<file path="src/rtl/ivc_pkg.sv">
// Shared types and constants for the IV bus controller.
// Optional timeout watchdog is enabled with the IVC_TIMEOUT_EN macro.
package ivc_pkg;

    localparam int unsigned IVC_DATA_W          = 8;
    localparam int unsigned IVC_ADDR_W          = 9;
    localparam int unsigned IVC_TIMEOUT_DEFAULT = 16;

    typedef enum logic [1:0] {
        ST_IDLE = 2'd0,
        ST_WR   = 2'd1,
        ST_RD   = 2'd2
    } ivc_state_e;

    typedef enum logic {
        BANK_L = 1'b0,
        BANK_R = 1'b1
    } ivc_bank_e;

    typedef struct packed {
        ivc_bank_e             bank;
        logic [IVC_DATA_W-1:0] addr;
        logic [IVC_DATA_W-1:0] data;
    } ivc_wr_s;

    // Logical bit i <-> pin 7-i, inverted; the mapping is its own inverse.
    function automatic logic [IVC_DATA_W-1:0] iv_map(input logic [IVC_DATA_W-1:0] v);
        logic [IVC_DATA_W-1:0] r;
        for (int i = 0; i < int'(IVC_DATA_W); i++) begin
            r[IVC_DATA_W-1-i] = ~v[i];
        end
        return r;
    endfunction

endpackage

</file>
<file path="src/rtl/ivc_bank.sv">
// One CPU bank: address latch, read buffer, valid bit and refresh-pending flag.
module ivc_bank
    import ivc_pkg::*;
(
    input  logic                  clk,
    input  logic                  rst_n,
    input  logic                  latch_i,
    input  logic [IVC_DATA_W-1:0] addr_i,
    input  logic                  start_i,
    input  logic                  load_i,
    input  logic [IVC_DATA_W-1:0] data_i,
    input  logic                  mark_i,
    input  logic                  drop_i,
    output logic [IVC_DATA_W-1:0] addr_o,
    output logic [IVC_DATA_W-1:0] rbuf_o,
    output logic                  valid_o,
    output logic                  pending_o
);

    logic [IVC_DATA_W-1:0] addr_q, addr_d;
    logic [IVC_DATA_W-1:0] rbuf_q, rbuf_d;
    logic                  valid_q, valid_d;
    logic                  pend_q, pend_d;
    logic                  dirty_q, dirty_d;

    // dirty marks a re-latch since the current fetch started, so its data is stale.
    always_comb begin
        addr_d  = addr_q;
        rbuf_d  = rbuf_q;
        valid_d = valid_q;
        pend_d  = pend_q;
        dirty_d = dirty_q;
        if (latch_i) begin
            addr_d  = addr_i;
            valid_d = 1'b0;
            pend_d  = 1'b1;
            dirty_d = 1'b1;
        end else begin
            if (start_i) begin
                dirty_d = 1'b0;
            end
            if (load_i && !dirty_q) begin
                rbuf_d  = data_i;
                valid_d = 1'b1;
                pend_d  = 1'b0;
            end
            if (mark_i) begin
                pend_d = 1'b1;
            end
            if (drop_i) begin
                pend_d = 1'b0;
            end
        end
    end

    always_ff @(posedge clk) begin
        if (!rst_n) begin
            addr_q  <= '0;
            rbuf_q  <= '0;
            valid_q <= 1'b0;
            pend_q  <= 1'b0;
            dirty_q <= 1'b0;
        end else begin
            addr_q  <= addr_d;
            rbuf_q  <= rbuf_d;
            valid_q <= valid_d;
            pend_q  <= pend_d;
            dirty_q <= dirty_d;
        end
    end

    assign addr_o    = addr_q;
    assign rbuf_o    = rbuf_q;
    assign valid_o   = valid_q;
    assign pending_o = pend_q;

endmodule

</file>
<file path="src/rtl/iv_bus_ctrl.sv">
// Bridges the CPU IV bus to a request/ack device port with per-bank read buffers.
// Define IVC_TIMEOUT_EN to abort device requests left unacked for TIMEOUT_CYCLES.
module iv_bus_ctrl
    import ivc_pkg::*;
#(
    parameter int unsigned TIMEOUT_CYCLES = IVC_TIMEOUT_DEFAULT
) (
    input  logic                  x1,
    input  logic                  reset,
    input  logic                  sc,
    input  logic                  wc,
    input  logic                  mclk,
    input  logic                  lb_n,
    input  logic                  rb_n,
    input  logic [IVC_DATA_W-1:0] iv_in,
    output logic [IVC_DATA_W-1:0] iv_out,
    output logic                  iv_oe,
    output logic                  dev_req,
    output logic                  dev_we,
    output logic [IVC_ADDR_W-1:0] dev_addr,
    output logic [IVC_DATA_W-1:0] dev_wdata,
    input  logic [IVC_DATA_W-1:0] dev_rdata,
    input  logic                  dev_ack,
    output logic                  err_ovf,
    output logic                  err_stale,
    output logic                  err_tmo
);

    ivc_state_e            state_q, state_d;
    logic                  req_q, req_d;
    logic                  we_q, we_d;
    logic [IVC_ADDR_W-1:0] addr_q, addr_d;
    logic [IVC_DATA_W-1:0] wdata_q, wdata_d;
    ivc_wr_s               wr_q, wr_d;
    logic                  wr_full_q, wr_full_d;
    logic                  ovf_q, ovf_d;
    logic                  stale_q, stale_d;

    logic [IVC_DATA_W-1:0] iv_log, addr_l, addr_r, rbuf_l, rbuf_r;
    logic                  valid_l, valid_r, pend_l, pend_r;
    logic                  latch_l, latch_r, wr_post;
    logic                  start_l, start_r, done, tmo_hit, tmo_expire;
    logic                  sel_valid;
    logic [IVC_DATA_W-1:0] sel_rbuf;
    ivc_bank_e             op_bank;

    assign iv_log  = iv_map(iv_in);
    assign latch_l = mclk & sc & ~lb_n;
    assign latch_r = mclk & sc & ~rb_n;
    assign wr_post = mclk & wc & ~sc & (~lb_n | ~rb_n);
    assign op_bank = ivc_bank_e'(addr_q[IVC_ADDR_W-1]);

    // Read drive: lb_n high here implies rb_n low, so lb_n selects the right bank.
    assign iv_oe     = reset & ~sc & ~wc & ~mclk & (lb_n ^ rb_n);
    assign sel_valid = lb_n ? valid_r : valid_l;
    assign sel_rbuf  = lb_n ? rbuf_r : rbuf_l;
    assign iv_out    = iv_map((iv_oe && sel_valid) ? sel_rbuf : IVC_DATA_W'(0));

    ivc_bank u_bank_l (
        .clk       (x1),
        .rst_n     (reset),
        .latch_i   (latch_l),
        .addr_i    (iv_log),
        .start_i   (start_l),
        .load_i    (done && state_q == ST_RD && op_bank == BANK_L),
        .data_i    (dev_rdata),
        .mark_i    (done && state_q == ST_WR && op_bank == BANK_L),
        .drop_i    (tmo_hit && state_q == ST_RD && op_bank == BANK_L),
        .addr_o    (addr_l),
        .rbuf_o    (rbuf_l),
        .valid_o   (valid_l),
        .pending_o (pend_l)
    );

    ivc_bank u_bank_r (
        .clk       (x1),
        .rst_n     (reset),
        .latch_i   (latch_r),
        .addr_i    (iv_log),
        .start_i   (start_r),
        .load_i    (done && state_q == ST_RD && op_bank == BANK_R),
        .data_i    (dev_rdata),
        .mark_i    (done && state_q == ST_WR && op_bank == BANK_R),
        .drop_i    (tmo_hit && state_q == ST_RD && op_bank == BANK_R),
        .addr_o    (addr_r),
        .rbuf_o    (rbuf_r),
        .valid_o   (valid_r),
        .pending_o (pend_r)
    );

    // Sequencer: pending write first, then left refresh, then right refresh.
    always_comb begin
        state_d = state_q;
        req_d   = req_q;
        we_d    = we_q;
        addr_d  = addr_q;
        wdata_d = wdata_q;
        start_l = 1'b0;
        start_r = 1'b0;
        done    = 1'b0;
        tmo_hit = 1'b0;
        unique case (state_q)
            ST_IDLE: begin
                if (wr_full_q) begin
                    state_d = ST_WR;
                    req_d   = 1'b1;
                    we_d    = 1'b1;
                    addr_d  = {wr_q.bank, wr_q.addr};
                    wdata_d = wr_q.data;
                end else if (pend_l) begin
                    state_d = ST_RD;
                    req_d   = 1'b1;
                    we_d    = 1'b0;
                    addr_d  = {BANK_L, addr_l};
                    start_l = 1'b1;
                end else if (pend_r) begin
                    state_d = ST_RD;
                    req_d   = 1'b1;
                    we_d    = 1'b0;
                    addr_d  = {BANK_R, addr_r};
                    start_r = 1'b1;
                end
            end
            ST_WR, ST_RD: begin
                if (dev_ack) begin
                    done    = 1'b1;
                    state_d = ST_IDLE;
                    req_d   = 1'b0;
                end else if (tmo_expire) begin
                    tmo_hit = 1'b1;
                    state_d = ST_IDLE;
                    req_d   = 1'b0;
                end
            end
            default: state_d = ST_IDLE;
        endcase
    end

    // Single write slot; a write arriving while it is occupied is dropped.
    always_comb begin
        wr_d      = wr_q;
        wr_full_d = wr_full_q;
        if ((done || tmo_hit) && state_q == ST_WR) begin
            wr_full_d = 1'b0;
        end
        if (wr_post && !wr_full_q) begin
            wr_full_d  = 1'b1;
            wr_d.bank  = ivc_bank_e'(lb_n);
            wr_d.addr  = lb_n ? addr_r : addr_l;
            wr_d.data  = iv_log;
        end
        ovf_d   = ovf_q | (wr_post & wr_full_q);
        stale_d = stale_q | (iv_oe & ~sel_valid);
    end

    always_ff @(posedge x1) begin
        if (!reset) begin
            state_q   <= ST_IDLE;
            req_q     <= 1'b0;
            we_q      <= 1'b0;
            addr_q    <= '0;
            wdata_q   <= '0;
            wr_q      <= '0;
            wr_full_q <= 1'b0;
            ovf_q     <= 1'b0;
            stale_q   <= 1'b0;
        end else begin
            state_q   <= state_d;
            req_q     <= req_d;
            we_q      <= we_d;
            addr_q    <= addr_d;
            wdata_q   <= wdata_d;
            wr_q      <= wr_d;
            wr_full_q <= wr_full_d;
            ovf_q     <= ovf_d;
            stale_q   <= stale_d;
        end
    end

`ifdef IVC_TIMEOUT_EN
    localparam int unsigned TMO_W = $clog2(TIMEOUT_CYCLES + 1);
    logic [TMO_W-1:0] tmo_cnt_q, tmo_cnt_d;
    logic             tmo_err_q;

    // Counter restarts on every IDLE cycle, so it measures the current request only.
    assign tmo_expire = (state_q != ST_IDLE) && (tmo_cnt_q == TMO_W'(TIMEOUT_CYCLES - 1));
    assign tmo_cnt_d  = (state_q == ST_IDLE) ? '0 : tmo_cnt_q + TMO_W'(1);

    always_ff @(posedge x1) begin
        if (!reset) begin
            tmo_cnt_q <= '0;
            tmo_err_q <= 1'b0;
        end else begin
            tmo_cnt_q <= tmo_cnt_d;
            if (tmo_hit) begin
                tmo_err_q <= 1'b1;
            end
        end
    end

    assign err_tmo = tmo_err_q;
`else
    logic unused_tmo_cfg;

    assign unused_tmo_cfg = |TIMEOUT_CYCLES;
    assign tmo_expire     = 1'b0;
    assign err_tmo        = 1'b0;
`endif

    assign dev_req   = req_q;
    assign dev_we    = we_q;
    assign dev_addr  = addr_q;
    assign dev_wdata = wdata_q;
    assign err_ovf   = ovf_q;
    assign err_stale = stale_q;

endmodule
</file>
<file path="config.mk">
export PLATFORM = sky130hd
export DESIGN_NAME = iv_bus_ctrl
export DESIGN_NICKNAME = d
export VERILOG_FILES = /design/src/rtl/ivc_pkg.sv /design/src/rtl/ivc_bank.sv /design/src/rtl/iv_bus_ctrl.sv
export SDC_FILE = /design/constraint.sdc
export NUM_CORES = 1
export LEC_CHECK = 0
export ABC_AREA = 1
export ABC_CLOCK_PERIOD_IN_PS = 1980
export BUFFER_PORTS_ARGS = -buffer_cell sky130_fd_sc_hd__clkbuf_2
export CORE_MARGIN = 3
export CORE_UTILIZATION = 45
export DETAILED_ROUTE_END_ITERATION = 10
export PLACE_DENSITY_LB_ADDON = 0.1
export SKIP_CTS_REPAIR_TIMING = 1
export SKIP_LAST_GASP = 1
export SYNTH_ARGS = -nofsm -noshare
export SYNTH_HDL_FRONTEND = slang
export SYNTH_HIERARCHICAL = 1
export SYNTH_SLANG_ARGS = --single-unit
</file>
<file path="constraint.sdc">
create_clock -name x1 -period 1.98 [get_ports x1]
set_input_delay 0.198 -clock x1 [delete_from_list [all_inputs] [get_ports x1]]
set_output_delay 0.198 -clock x1 [all_outputs]
set_load 0.02 [all_outputs]
</file>
==> metrics.yaml, run 1 <==
status:
  status: "completed"
logic_synthesis:
  synth-seq-cells: 79
  syn_area_per_cell_um2: 6.88
  synth_fa_ha_area_share_pct: 1.70
  synthMuxAreaShare_pct: 2.45
  dominantRegCellSynth: "dfxtp_1"
  synth-xor-area-share_pct: 0
  synth_compound_area_share_pct: 11.2
  yosysMostFrequentCell: "nor2_1"
  synth_area_leader_cell: "dfxtp_1"
  synth_commonest_cells: "131 x nor2_1, 106 x nand2_1, 79 x dfxtp_1, 69 x inv_1, 33 x o21ai_0"
  ys_warn_count: 6
  synthSimpleGateAreaFrac_pct: 29.5
  synthArstFlopShare_pct: 0
  ys_seq_area_share_pct: 43.1
  synth_top_family_by_area: "simple AND/OR/NAND/NOR gates"
  syn_area_um2: 3670
  synth_edf_count: 0
  yosysUniqueCellTypes: 26
  synth_top_area_share_pct: 43.1
  synthCells: 534
  ys_top_cells_by_area: "dfxtp_1 43%, nor2_1 13%, nand2_1 11%"
die:
  die_w_um: 96.3
  rows: 32
  design.core.area_um2: 7810
  initial_utilization_pct: 47.0
  dieArea_um2: 9280
  io_pins: 55
  die_h_um: 96.3
global_routing:
  grt_max_degree: 72
  grt_pass1_vias: 3040
  gr-usage-all-layers_pct: 19.7
  antenna_found_initial: 0
  grt_first_pass_wirelength_um: 14100
  grt-ovfl-total: 0
detailed_routing:
  routed_wirelength_um: 8270
  wire_per_inst_um: 11.9
  viasPerCell: 4.69
  drt_iter0_markers: 105
  drtPass1Iterations: 5
  postRouteAntennaNets: 0
  via_count: 3257
  drc: 0
power:
  p_per_area_nw_per_um2: 859
  p_int_w: 0.00260
  p_total_w: 0.00362
  p_sw_w: 0.00102
  pwr-share-comb_pct: 15.8
  switching_share_pct: 28.2
  power_frac_seq_pct: 48.5
  clkPwrFrac_pct: 35.6
  vdd_drop_max_uv: 440
  leakagePower_nw: 2.05
cts:
  clk_pin_slew_worst_paths_ns: 0.08
  cts_buffers: 9
  cts.sink_count: 79
  clockBufferDepth: 2
  h-tree-depth: 3
  clock_latency_ns: 0.35
  cts_tree: "done"
  clock-root-buffer: "clkbuf_8"
finish:
  nets: 616
  fill_cells: 819
  final_util_pct: 54.0
  drive_gt1_share_pct: 16.2
  area_delta_synth_final_pct: 14.7
  antenna_cells: 0
setup_path:
  r2r_end: "u_bank_r/rbuf_o[1]"
  path_max_fanout: 9
  critPathMaxStageDelay_ns: 0.48
  crit_path_top_delay_cell: "nor4_4"
  cp-start-kind: "primary input"
  r2r_setup_slack_ns: 0.36
  critical_path_buf_inv_count: 3
  path_class: "primary input to output port"
  arrival_ns: 1.43
  crit_top_cell: "clkbuf_2"
  cp_top_family: "simple AND/OR/NAND/NOR gates"
  worstSetupEndpointType: "output port"
  ff2ff_path_depth: 9
  worstPathCellList: "clkbuf_2 > ha_1 > inv_1 > nor4_4 > nand3_1 > clkbuf_2"
  r2r-start: "state_q[0]"
  crit_required_ns: 1.78
hold_path:
  min_from: "dev_rdata[7]"
  hold_class: "primary input to flop"
  holdPathStages: 3
  worstHoldEndpoint: "u_bank_l/rbuf_o[7]"
timing:
  whs_ns: 0.0886
  fin_crit_sh_pct: 82.1
  slew_violations: 0
  rsz0062_at_grt: "false"
  min_period_ns: 1.62
  clock_skew_ns: 0.00637
  relSlewSlack_pct: 64.4
  fmax_mhz: 615
  tightest_slew_ns: 0.529
  setup_viol: 0
  hold_violations: 0
  fin_tns_setup_ns: 0
place:
  numPortBuffers: 53
  gp_congestion: 0.781
  post-dp-hpwl_um: 5610
flow_run:
  maxCapViolCount: 0
-- worst max-delay path by stage --
stage	from	endpoint	slack [ns]	depth (start not counted)
after floorplan	lb_n	u_bank_l/addr_o[0]	0.40	6
after global placement	state_q[0]	u_bank_r/rbuf_o[0]	0.39	9
after detailed placement	lb_n	iv_out[5]	0.35	6
after CTS	u_bank_r/valid_o	iv_out[5]	0.33	6
after global routing	u_bank_r/valid_o	iv_out[0]	0.18	6
final	lb_n	iv_out[5]	0.36	6
-- per-stage QoR --
stage	instances	area, um2	setup WS [ns]
final	694	4210	0.355
after floorplan	536	3680	0.396
after global routing	694	4210	0.184
after global placement	678	4000	0.386
after CTS	694	4210	0.335
after detailed placement	678	4000	0.350
-- final cells by class --
cell class | instances | area, um2 | share of cell area (%)
Clock inverter | 6 | 85.1 | 2.02
Tap cell | 102 | 128 | 3.03
Inverter | 76 | 290 | 6.89
Timing Repair Buffer | 60 | 343 | 8.14
Multi-Input combinational cell | 361 | 1660 | 39.4
Sequential cell | 79 | 1580 | 37.5
Clock buffer | 10 | 128 | 3.03
-- tightest hold or removal path: cells and delay by family --
family                 cells  cell delay (ns)
buffers and inverters      1             0.09
AND/OR/NAND/NOR            2             0.12
-- cells by family after synthesis --
kind of cell | count (synthesis)
buffers and inverters | 96
other | 1
muxes | 8
AOI/OAI and AO/OA | 79
DFF | 79
and+or+nand+nor | 266
adders and majority gates | 5
-- power by group through the flow --
stage	clock, W	sequential, W	combinational, W
after detailed placement	0	0.00179	0.000574
final	0.00129	0.00176	0.000573
after CTS	0.00132	0.00176	0.000578
after floorplan	0	0.00183	0.000371
after global routing	0.00139	0.00177	0.000662
after global placement	0	0.00179	0.000568
-- registers in the layout, summed over array words and instances, names as in the netlist, 2 cells and up --
name             flops
u_bank_l/addr_o      8
dev_addr             9
wr_q                17
u_bank_r/rbuf_o      8
u_bank_l/rbuf_o      8
state_q              2
u_bank_r/addr_o      8
dev_wdata            8
-- cells in the final DEF (no fill, tap or decap), types with 2 or more instances in the layout --
cell type and instances:
nor2_1 131, dfxtp_1 79, nand2_2 3, nand3_1 14, a211oi_1 2, o21ai_0 33
nand2_1 106, clkinv_1 3, clkinvlp_4 2, ha_1 5, bufinv_16 2, clkinv_2 2
clkbuf_2 53, nand4_1 3, inv_4 2, inv_1 69, a21oi_1 27, conb_1 3
nor2_4 2, buf_4 5, mux2_2 8, nor3_1 5, buf_12 2, inv_2 2
clkbuf_8 9, o21ai_2 2, o21ai_1 14
-- metal layers --
| layer | routed length, um | part of all wire (%) | track usage (%) |
|---|---|---|---|
| met1 | 4080 | 49 | 26.3 |
| met2 | 3680 | 44 | 31.4 |
| met3 | 376 | 4.5 | 3.99 |
| met4 | 131 | 1.6 | 7.24 |
| met5 | 0 | 0 | 0 |
(Power assumes the default switching activity.)
==> run 2, diff against run 1 <==
--- a/config.mk
+++ b/config.mk
@@ -5,8 +5,8 @@
 export SDC_FILE = /design/constraint.sdc
 export NUM_CORES = 1
 export LEC_CHECK = 0
-export ABC_AREA = 1
-export ABC_CLOCK_PERIOD_IN_PS = 1980
+export ABC_AREA = 0
+export ABC_CLOCK_PERIOD_IN_PS = 1550
 export BUFFER_PORTS_ARGS = -buffer_cell sky130_fd_sc_hd__clkbuf_2
 export CORE_MARGIN = 3
 export CORE_UTILIZATION = 45
==> constraint.sdc (replaced) <==
create_clock -name x1 -period 1.55 [get_ports x1]
set_input_delay 0.155 -clock x1 [delete_from_list [all_inputs] [get_ports x1]]
set_output_delay 0.155 -clock x1 [all_outputs]
set_load 0.02 [all_outputs]
==> run 2 against run 1 <==
Against the previous run: die area decreased by 1.1%; clock skew grew 0.0017 ns; sequential power increased by 26%; global-route usage fell by 1.9 points; utilization is 3.1 points higher; routed wire length decreased by 4.0%; clock power up 18%; synthesized area decreased by 1.2%; register-to-register slack got worse by 0.31 ns; power up 25%; hold slack worse by 0.045 ns; sequential share of layout area shrank 1.7 points; critical path type is now flop to output port; critical endpoint is now iv_out[0].
==> metrics.yaml, run 2 <==
status:
  status: "completed"
die:
  die_w_um: 95.8
  io_pins: 55
  die_h_um: 95.8
  dieArea_um2: 9180
  initial_utilization_pct: 46.7
  rows: 32
  design.core.area_um2: 7770
global_routing:
  grt_pass1_vias: 2577
  gr-usage-all-layers_pct: 17.9
  grt_max_degree: 68
  grt_first_pass_wirelength_um: 12600
  antenna_found_initial: 0
  grt-ovfl-total: 0
logic_synthesis:
  synth_area_leader_cell: "dfxtp_1"
  ys_top_cells_by_area: "dfxtp_1 44%, mux2i_1 9.1%, nand2_1 5.7%"
  syn_area_per_cell_um2: 9.31
  synth_edf_count: 0
  synth-seq-cells: 79
  synth_top_area_share_pct: 43.6
  dominantRegCellSynth: "dfxtp_1"
  ys_seq_area_share_pct: 43.6
  ys_warn_count: 6
  yosysUniqueCellTypes: 38
  synthCells: 390
  syn_area_um2: 3630
  synthArstFlopShare_pct: 0
  yosysMostFrequentCell: "dfxtp_1"
  synth_commonest_cells: "79 x dfxtp_1, 55 x nand2_1, 33 x mux2i_1, 31 x nand3_1, 26 x nor2b_1"
finish:
  fill_cells: 740
  drive_gt1_share_pct: 30.5
  nets: 477
  final_common_cell: "dfxtp_1"
  antenna_cells: 0
  seqCellArea_um2: 1590
  multi_input_area_um2: 1940
  top_register: "wr_q"
  area_delta_synth_final_pct: 22.2
  mostFrequentLayoutCells: "75 x dfxtp_1, 54 x nand2_1, 48 x clkbuf_2"
  final_area_um2: 4430
  largest_reg_flops: 17
cts:
  h-tree-depth: 3
  clockBufferDepth: 2
  cts.sink_count: 79
  cts_buffers: 9
  clock-root-buffer: "clkbuf_8"
  cts_tree: "done"
  clock_latency_ns: 0.34
  clk_pin_slew_worst_paths_ns: 0.08
timing:
  clock_skew_ns: 0.00803
  fin_crit_sh_pct: 97.2
  rsz0062_at_grt: "true"
  min_period_ns: 1.51
  worst_slack_ns: 0.0430
  setup_viol: 0
  fin_tns_setup_ns: 0
  whs_ns: 0.0435
  slew_violations: 0
  fmax_mhz: 664
  hold_violations: 0
flow_run:
  maxCapViolCount: 0
detailed_routing:
  via_count: 2845
  drt_iter0_markers: 94
  wl_met3_um: 277
  met2_length_um: 3570
  viasPerCell: 5.14
  wl_met1_um: 4000
  drc: 0
  drtPass1Iterations: 4
  postRouteAntennaNets: 0
  routed_wirelength_um: 7940
  wire_per_inst_um: 14.3
  top_layer: "met4"
place:
  placed_area_um2: 4050
  post-place-ws_ns: 0.000778
  numPortBuffers: 53
  post-dp-hpwl_um: 5460
  gp_congestion: 0.737
power:
  vdd_drop_max_uv: 659
  p_per_area_nw_per_um2: 1020
  leakagePower_nw: 1.93
setup_path:
  critical_path_buf_inv_count: 2
  cp_top_family: "flip-flops"
  cp-start-kind: "flop"
  critPathMaxStageDelay_ns: 0.32
  path_class: "flop to output port"
  crit_path_top_delay_cell: "dfxtp_2"
  path_max_fanout: 8
  arrival_ns: 1.35
  worstSetupEndpointType: "output port"
  worstPathCellList: "nor2b_1 > buf_4 > a22o_1 > nand2_1 > clkbuf_2"
  crit_required_ns: 1.39
hold_path:
  hold_class: "primary input to flop"
run 2: power breakdown:
part / switching (W) / internal (W)
Combinational: 0.000423 / 0.000356
Clock: 0.000699 / 0.000821
Sequential: 0.0000821 / 0.00214
Total: 0.00120 / 0.00332
run 2: stage by stage:
step	power (W)	util, %	std cells
after global routing	0.00475	57.1	554
after CTS	0.00447	54.7	551
after floorplan	0.00272	-	394
after global placement	0.00292	52.2	536
final	0.00452	57.1	554
after detailed placement	0.00294	52.2	536
run 2: kinds of logic (layout without fill, tap and decap cells):
logic type | count (synthesis) | in the layout | share of synthesized area [%]
and+or+nand+nor | 146 | 146 | 21.0
muxes | 33 | 33 | 9.10
other | 1 | 5 | 0.103
AOI/OAI and AO/OA | 82 | 82 | 18.3
buffers and inverters | 44 | 102 | 6.17
adders and majority gates | 5 | 5 | 1.72
DFF | 79 | 79 | 43.6
run 2: worst register-to-register path, delay by kind of cell, from the launching register on:
kind	cells	cell delay (ns)
buffers and inverters	2	0.23
and+or+nand+nor	4	0.66
DFF	1	0.33
adders and majority gates	1	0.13
AOI/OAI and AO/OA	1	0.05
run 2: layout make-up:
class,count,area share (%)
Sequential cell,79,35.8
Timing Repair Buffer,75,12.0
Tap cell,102,2.88
Clock inverter,3,0.959
Multi-Input combinational cell,271,43.8
Inverter,12,1.02
Clock buffer,12,3.50
run 2: worst paths after layout:
check                                         from                 end  slack [ns]  cells past startpoint
worst max-delay path              u_bank_l/valid_o           iv_out[0]        0.04                      5
worst min-delay path                  dev_rdata[2]  u_bank_r/rbuf_o[2]        0.04                      3
worst max register to register          state_q[0]  u_bank_l/rbuf_o[4]        0.05                      8
worst min register to register  u_bank_l/rbuf_o[1]  u_bank_l/rbuf_o[1]        0.46                      2
run 2: metal layers:
metal / vias up / GRT usage, %
met3: 5 / 5.08
met1: 1331 / 24.4
met2: 49 / 27.6
met4: 0 / 4.98
met5: - / 0
li1: 1460 / -
